### config.mk
export PLATFORM = sky130hd
export DESIGN_NAME = xreg_seq
export DESIGN_NICKNAME = d
export VERILOG_FILES = /design/src/rtl/xreg_seq.sv
export SDC_FILE = /design/constraint.sdc
export NUM_CORES = 1
export LEC_CHECK = 0
export ABC_AREA = 1
export BUFFER_PORTS_ARGS = -buffer_cell sky130_fd_sc_hd__buf_2
export CAP_MARGIN = 20
export CORE_UTILIZATION = 55
export DETAILED_ROUTE_END_ITERATION = 7
export GPL_ROUTABILITY_DRIVEN = 0
export PLACE_DENSITY_LB_ADDON = 0.1
export SYNTH_ARGS = -nofsm -noshare
export SYNTH_HDL_FRONTEND = slang
export SYNTH_SLANG_ARGS = --single-unit
### constraint.sdc
create_clock -name clk -period 2 [get_ports clk]
set_clock_uncertainty 0.05 [all_clocks]
set_input_delay 0.4 -clock clk [delete_from_list [all_inputs] [get_ports clk]]
set_output_delay 0.4 -clock clk [all_outputs]
set_load 0.02 [all_outputs]
### src/rtl/xreg_seq.sv
// rtl/xreg_seq.sv - X register write/read sequencer with bus-grant timeout
module xreg_seq #(
  parameter int TMO = 15
) (
  input  logic       clk,
  input  logic       rst,
  input  logic       start,
  input  logic [2:0] op,
  input  logic [3:0] cnt,
  input  logic       bus_gnt,
  output logic       xiz,
  output logic       xip,
  output logic       xis,
  output logic       xid,
  output logic       wrx,
  output logic       rdx,
  output logic       abus_req,
  output logic       busy,
  output logic       done,
  output logic       err
);

  typedef enum logic [2:0] {
    S_IDLE,
    S_SETUP,
    S_STROBE,
    S_HOLD,
    S_REQ,
    S_READ,
    S_FIN
  } state_t;

  localparam logic [2:0] OP_NOP = 3'b000;
  localparam logic [2:0] OP_CLR = 3'b001;
  localparam logic [2:0] OP_LDP = 3'b010;
  localparam logic [2:0] OP_LDD = 3'b011;
  localparam logic [2:0] OP_SHF = 3'b100;
  localparam logic [2:0] OP_RDA = 3'b101;

  // Last REQ cycle index (counter runs 0..TMO-1 while waiting for grant)
  localparam logic [3:0] TMO_LAST = 4'(TMO - 1);

  state_t     state_q, state_d;
  logic [2:0] op_q, op_d;
  logic [3:0] cnt_q, cnt_d;
  logic [3:0] tmo_q, tmo_d;

  logic xiz_q, xiz_d;
  logic xip_q, xip_d;
  logic xis_q, xis_d;
  logic xid_q, xid_d;
  logic wrx_q, wrx_d;
  logic rdx_q, rdx_d;
  logic abus_req_q, abus_req_d;
  logic busy_q, busy_d;
  logic done_q, done_d;
  logic err_q, err_d;
  logic wr_phase;

  // Next-state logic; outputs are decoded from the next state so every output is a flop
  always_comb begin
    state_d = state_q;
    op_d    = op_q;
    cnt_d   = cnt_q;
    tmo_d   = tmo_q;
    err_d   = 1'b0;

    case (state_q)
      S_IDLE: begin
        if (start) begin
          op_d  = op;
          cnt_d = cnt;
          tmo_d = 4'd0;
          case (op)
            OP_CLR, OP_LDP, OP_LDD: state_d = S_SETUP;
            OP_SHF:                 state_d = (cnt != 4'd0) ? S_SETUP : S_FIN;
            OP_RDA:                 state_d = S_REQ;
            OP_NOP:                 state_d = S_FIN;
            default: begin
              state_d = S_FIN;
              err_d   = 1'b1;
            end
          endcase
        end
      end
      S_SETUP:  state_d = S_STROBE;
      S_STROBE: state_d = S_HOLD;
      S_HOLD: begin
        if (op_q == OP_SHF && cnt_q > 4'd1) begin
          cnt_d   = cnt_q - 4'd1;
          state_d = S_SETUP;
        end else begin
          // Saturate at zero; the count never wraps
          if (op_q == OP_SHF) cnt_d = 4'd0;
          state_d = S_FIN;
        end
      end
      S_REQ: begin
        if (bus_gnt) begin
          state_d = S_READ;
        end else if (tmo_q >= TMO_LAST) begin
          state_d = S_FIN;
          err_d   = 1'b1;
        end else begin
          tmo_d = tmo_q + 4'd1;
        end
      end
      S_READ:  state_d = S_FIN;
      S_FIN:   state_d = S_IDLE;
      default: state_d = S_IDLE;
    endcase

    wr_phase   = (state_d == S_SETUP) || (state_d == S_STROBE) || (state_d == S_HOLD);
    xiz_d      = wr_phase && (op_d == OP_CLR);
    xip_d      = wr_phase && (op_d == OP_LDP);
    xid_d      = wr_phase && (op_d == OP_LDD);
    xis_d      = wr_phase && (op_d == OP_SHF);
    wrx_d      = (state_d == S_STROBE);
    rdx_d      = (state_d == S_READ);
    abus_req_d = (state_d == S_REQ) || (state_d == S_READ);
    busy_d     = (state_d != S_IDLE);
    done_d     = (state_d == S_FIN);
  end

  // State, latched operands and registered outputs; async reset aborts any operation
  always_ff @(posedge clk or posedge rst) begin
    if (rst) begin
      state_q    <= S_IDLE;
      op_q       <= 3'd0;
      cnt_q      <= 4'd0;
      tmo_q      <= 4'd0;
      xiz_q      <= 1'b0;
      xip_q      <= 1'b0;
      xis_q      <= 1'b0;
      xid_q      <= 1'b0;
      wrx_q      <= 1'b0;
      rdx_q      <= 1'b0;
      abus_req_q <= 1'b0;
      busy_q     <= 1'b0;
      done_q     <= 1'b0;
      err_q      <= 1'b0;
    end else begin
      state_q    <= state_d;
      op_q       <= op_d;
      cnt_q      <= cnt_d;
      tmo_q      <= tmo_d;
      xiz_q      <= xiz_d;
      xip_q      <= xip_d;
      xis_q      <= xis_d;
      xid_q      <= xid_d;
      wrx_q      <= wrx_d;
      rdx_q      <= rdx_d;
      abus_req_q <= abus_req_d;
      busy_q     <= busy_d;
      done_q     <= done_d;
      err_q      <= err_d;
    end
  end

  assign xiz      = xiz_q;
  assign xip      = xip_q;
  assign xis      = xis_q;
  assign xid      = xid_q;
  assign wrx      = wrx_q;
  assign rdx      = rdx_q;
  assign abus_req = abus_req_q;
  assign busy     = busy_q;
  assign done     = done_q;
  assign err      = err_q;

endmodule
==> reports/summary.txt, run 1 <==
================================================================================
Critical Path Start Type                                                    flop
Reg clk slew, reported paths                                             0.13 ns
Overall routing resource usage                                            0.2222
Total count of hold-check failures in the final report                         0
Post-synthesis instance total                                                159
Horiz. Die Dim                                                          50.46 µm
Count of filler cells inserted in the layout                                 193
Buffer type at the clock tree root                                      clkbuf_4
Crit path required time                                                  2.17 ns
Mapped Avg Cell Area                                                   8.121 µm²
Number of buffers created by CTS                                               3
Quantity of gates resized following cts                                        0
Crit path DAT                                                            1.95 ns
Hold buffers post-CTS                                                          0
Io pins                                                                       21
Cell family with most CP delay                                      simple AND/OR/NAND/NOR gates
Cell area after layout                                                  1470 µm²
Post-Syn Nets                                                                174
Maximum resistive drop on vdd                                           713.4 µV
Most common cell after layout, fill and taps aside                       nand2_1
Pin count of the biggest net entering global routing                          25
Buffers added on ports                                                        20
Number of nets with antenna violations after routing                           0
Starting density of the core                                              0.5837
Worst-case hold slack                                                 0.05205 ns
Slack of the worst reg-to-reg path                                       0.22 ns
Vias in the first global route                                               976
Count of placed standard cells including taps                                208
Min cycle time layout                                                   1.781 ns
Area inside the core boundary                                           2212 µm²
Post-route setup slack                                                 0.2187 ns
Via density per instance                                                   4.821
Overall routed net length                                               2.382 mm
Final clock period utilization by the worst path                          0.8906
Global-route wire length before repair                                  4.146 mm
R2r worst-path depth                                                          11
Detailed-placement wirelength estimate                                  1.859 mm
Post-CTS Setup Bufs                                                            0
Fraction of final layout cells with drive strength greater than 1         0.2500
Worst-path cell chain                                               inv_1 > ha_1 > inv_1 > nand2_1 > nand2_1 > nand3_2 > nand3_1 > nor2_1 > nand3_2 > nand2_2 > nor2_1
Combined buffer and inverter count along the critical path                     2
Dpl cell area                                                           1434 µm²
Slowest CP cell                                                          dfrtp_1
Max-cap violations                                                             0
FF-to-FF Start                                                          cnt_q[0]
Number of nets in the final layout                                           200
Clk sink count                                                                24
Critical Path Max Stage Delay                                            0.43 ns
Type of destination of the critical path                                    flop
Insertion delay to the later sink of the worst-skew pair                 0.31 ns
Chip height                                                             50.46 µm
Result of the run                                                      completed
Pre-antenna DRT Iters                                                          4
Final setup fails                                                              0
Post-Syn Area                                                           1291 µm²
Clock tree from TritonCTS                                                   done
Number of antenna diodes                                                       0
Maximum buffer depth of the clock tree                                         2
Kind of critical path                                               flop to flop
Min-delay worst type                                                input port to asynchronous set/reset pin
Count of warnings emitted by yosys                                             0
Cell depth of the worst setup path                                            11
Setup repair after global routing missed its margin                           no
Static Leak                                                            0.7868 nW
DIE AREA                                                                2546 µm²
Worst-path maximum fanout                                                      5
FMAX                                                                   561.4 MHz
Deepest level of the CTS H-tree                                                1
Via Count                                                                   1022
TNS Setup                                                                   0 ns
GR Overflow Total                                                              0
P&R area growth vs syn                                                    13.86%
Number of non-filler instances in the completed layout                       212
Total power per unit cell area                                       1357 nW/µm²
Capture instance of the worst register-to-register path                      xid
Commonest cells after routing, fill and taps aside                  nand2_1, inv_1, dfrtp_1
Relative slew slack                                                       0.7820
DR iter-0 viols                                                               16
Final Max Tran Viols                                                           0
Number of antenna violations at the first check in global routing              0
Total number of placement rows                                                17
DRC violation count after routing                                              0
Worst slack at placement                                               0.2330 ns
Routed length per instance                                              11.24 µm
Part of the Yosys area used for sequential elements                       0.4651
Pin slew with the least headroom to its limit                          0.3258 ns
Number of distinct library cells after synthesis                              27
FF+latch count, synth                                                         24
================================================================================
## cell type report
type / count / area [µm²] / area share
sequential: 24 / 600.6 / 0.4085
timing repair buffer: 21 / 107.6 / 0.07319
clock buffer: 4 / 36.28 / 0.02468
multi-input combinational: 106 / 581.8 / 0.3957
inverter: 29 / 108.9 / 0.07404
tap: 28 / 35.03 / 0.02383
## worst max-delay path by stage
stage / endpoint / startpoint / slack (ns)
2_1_floorplan: xis / cnt_q[0] / 0.45
3_3_place_gp: xiz / cnt_q[0] / 0.29
3_5_place_dp: xid / cnt_q[0] / 0.23
4_1_cts: xid / cnt_q[0] / 0.22
5_1_grt: xid / cnt_q[0] / 0.03
6_report: xid / cnt_q[0] / 0.22
## through the flow
step,power (W),utilization
2_1_floorplan,0.001514,-
3_3_place_gp,0.001706,0.6482
3_5_place_dp,0.001745,0.6482
4_1_cts,0.002002,0.6646
5_1_grt,0.002179,0.6646
6_report,0.001995,0.6646
## worst reg2reg max path, delay by kind of cell, from the launching register on
family	cells	cell delay, ns
adders and majority gates	1	0.19
DFF	1	0.43
buffers and inverters	2	0.15
and+or+nand+nor	8	0.87
## per-layer routing
metal,up-vias,routed length (µm),track usage
met4,0,38,0.1157
met2,18,1143,0.3578
met3,4,80,0.04545
met1,454,1119,0.2806
li1,546,-,-
met5,-,0,0
## state kept, by name (all words and copies together), names as in the netlist, 3 cells and up
| name | cells |
|---|---|
| cnt_q | 4 |
| op_q | 3 |
| tmo_q | 4 |
| state_q | 3 |
## cell families (layout without fill, tap and decap cells)
kind of cell | count (synthesis) | after routing | synth area share
compound gates | 20 | 20 | 0.09787
buf+inv | 29 | 54 | 0.08430
simple gates | 80 | 80 | 0.3004
xor+xnor | 2 | 2 | 0.01357
fa+ha+maj | 4 | 4 | 0.03876
flops | 24 | 24 | 0.4651
## synthesized netlist by cell type, drive strengths merged
master   n  area [µm²]
nand2   41       161.4
inv     29       108.9
dfrtp   24       600.6
nor2    22       102.6
nand3   12       87.59
o21ai    9       52.55
a21oi    5       28.78
ha       4       50.05
o22ai    4       25.02
nor3     2       15.01
or2      2       15.02
a21boi   1       11.26
nand4    1       6.260
o22a     1       8.760
xnor2    1       8.760
xor2     1       8.760
## where the power goes
| group | total, W | internal, W | switching (W) |
|---|---|---|---|
| registers | 0.000779 | 0.000660 | 0.000119 |
| clock network | 0.000255 | 0.000111 | 0.000144 |
| logic | 0.000962 | 0.000331 | 0.000631 |
| total | 0.00200 | 0.00110 | 0.000894 |
Power figures use the tool's default switching activity.
==> run 2: changes to the inputs <==
BUFFER_PORTS_ARGS = not set   (was -buffer_cell sky130_fd_sc_hd__buf_2)
CORE_UTILIZATION = 61   (was 55)
DONT_BUFFER_PORTS = 1   (was not set)
SETUP_SLACK_MARGIN = 0.15   (was not set)
==> run 2 against run 1 <==
  * Sequential share of layout area up 2.0 points
  * Critical path depth unchanged
  * Design area down 4.8%
  * Maximum frequency up 4.3%
  * Clock power up 36%
  * Largest power group is now registers
==> reports/summary.txt, run 2 (same netlist as run 1, synthesis figures left out) <==
================================================================================
Detailed-placement wirelength estimate                                  1.766 mm
Number of antenna diodes                                                       0
Kind of critical path                                               flop to flop
Global-route wire length before repair                                  3.553 mm
Final Max Tran Viols                                                           0
Worst-path cell chain                                               inv_1 > ha_1 > inv_1 > nand2_1 > nand2_1 > nand3_2 > nand3_1 > nor2_2 > nand3_2 > nand2_2 > nor2_1
Starting density of the core                                              0.6515
Final setup fails                                                              0
Critical Path Start Type                                                    flop
Vias in the first global route                                               866
Final clock period utilization by the worst path                          0.8536
TNS Setup                                                                   0 ns
Clock tree from TritonCTS                                                   done
FF-to-FF Start                                                          cnt_q[0]
Count of filler cells inserted in the layout                                 153
Fraction of final layout cells with drive strength greater than 1         0.1697
Sequential cell area in the final layout                               600.6 µm²
Reg clk slew, reported paths                                             0.13 ns
FMAX                                                                   585.7 MHz
Most common cell after layout, fill and taps aside                       nand2_1
Pre-antenna DRT Iters                                                          4
Hold_sp                                                                  bus_gnt
Commonest cells after routing, fill and taps aside                  nand2_1, inv_1, dfrtp_1
Via density per instance                                                   5.135
Crit path DAT                                                            1.88 ns
Overall routed net length                                               2.282 mm
Pin count of the biggest net entering global routing                          25
Capture instance of the worst register-to-register path                      xis
Horiz. Die Dim                                                          48.01 µm
Met1 usage in global routing                                              0.3081
Clk sink count                                                                24
DIE AREA                                                                2305 µm²
Capture endpoint of the worst hold path                                      err
Relative slew slack                                                       0.7953
P&R area growth vs syn                                                    8.430%
Total number of placement rows                                                16
Buffers added on ports                                                         0
Worst-path maximum fanout                                                      5
GR Util met3                                                             0.03774
Cell family with most CP delay                                      simple AND/OR/NAND/NOR gates
Result of the run                                                      completed
DRC violation count after routing                                              0
Number of buffers created by CTS                                               3
Pin slew with the least headroom to its limit                          0.3051 ns
Max-cap violations                                                             0
Slowest CP cell                                                          dfrtp_1
Layer with the highest usage after global routing                           met2
Post-CTS Setup Bufs                                                            0
Worst slack at placement                                               0.2737 ns
Overall routing resource usage                                            0.2224
Number of antenna violations at the first check in global routing              0
Combined buffer and inverter count along the critical path                     2
Number of cells traversed by the worst hold path                               1
Setup repair after global routing missed its margin                           no
Area inside the core boundary                                           1982 µm²
R2r worst-path depth                                                          11
GR Overflow Total                                                              0
Min-delay worst type                                                input port to flop
Insertion delay to the later sink of the worst-skew pair                 0.31 ns
Routed length per instance                                              11.89 µm
Maximum resistive drop on vdd                                           852.9 µV
Buffer type at the clock tree root                                      clkbuf_4
Footprint of the multi-input gates                                     586.8 µm²
Registers with the highest flip-flop counts                         cnt_q (4), tmo_q (4)
Type of destination of the critical path                                    flop
Via Count                                                                    986
Total count of hold-check failures in the final report                         0
Min cycle time layout                                                   1.707 ns
Number of nets in the final layout                                           181
Post-route setup slack                                                 0.2928 ns
Number of nets with antenna violations after routing                           0
Static Leak                                                            0.7086 nW
Critical Path Max Stage Delay                                            0.42 ns
DR iter-0 viols                                                               22
Deepest level of the CTS H-tree                                                1
Global routing usage on met2                                              0.3541
Chip height                                                             48.01 µm
Maximum buffer depth of the clock tree                                         2
Worst-case hold slack                                                  0.1349 ns
Total power per unit cell area                                       1450 nW/µm²
Slack of the worst reg-to-reg path                                       0.29 ns
Io pins                                                                       21
Crit path required time                                                  2.17 ns
================================================================================
==> run 2: cell count changes in the layout (fill, tap and decap cells not counted), sizes merged <==
cell and change:
buf -20, bufinv +1, clkbuf -1, dlygate4sd3 +1
==> run 2: power by group <==
group / total (W) / switching [W] / internal, W
clock: 0.000348 / 0.000145 / 0.000203
sequential: 0.000857 / 0.000195 / 0.000662
combinational: 0.000825 / 0.000531 / 0.000294
==> run 2: cell type report <==
| type | count | area share |
|---|---|---|
| repair buffers | 2 | 0.01251 |
| multi-input cells | 106 | 0.4191 |
| clock inverters | 1 | 0.02145 |
| well taps | 27 | 0.02413 |
| inverters | 29 | 0.07775 |
| flip-flops and latches | 24 | 0.4290 |
| clock buffers | 3 | 0.01609 |
==> run 2: worst max-delay path by stage <==
stage | startpoint | end | slack, ns | cells past startpoint
2_1_floorplan | cnt_q[0] | xis | 0.45 | 11
3_3_place_gp | cnt_q[0] | xip | 0.31 | 11
3_5_place_dp | cnt_q[0] | xis | 0.27 | 11
4_1_cts | cnt_q[0] | xis | 0.25 | 11
5_1_grt | cnt_q[0] | xid | 0.15 | 12
6_report | cnt_q[0] | xis | 0.29 | 11
==> run 2: routing by layer <==
metal  vias up  routed length, µm
li1        509                  -
met1       455               1077
met2        20               1088
met3         2                103
met4         0                 12
met5         -                  0
==> run 2: what timing repair did <==
action,CTS,global route
endpoints found under the hold margin,24,0
setup endpoints to repair,0,4
gates resized for setup,0,2
hold buffers,1,0
==> run 2: metrics by stage <==
step	power, W	cells	utilization	cell area (µm²)
4_1_cts	0.002025	192	0.7039	1395
3_5_place_dp	0.001679	187	0.6723	1333
5_1_grt	0.002204	192	0.7064	1400
6_report	0.002030	192	0.7064	1400
3_3_place_gp	0.001642	187	0.6723	1333
2_1_floorplan	0.001514	159	-	1291
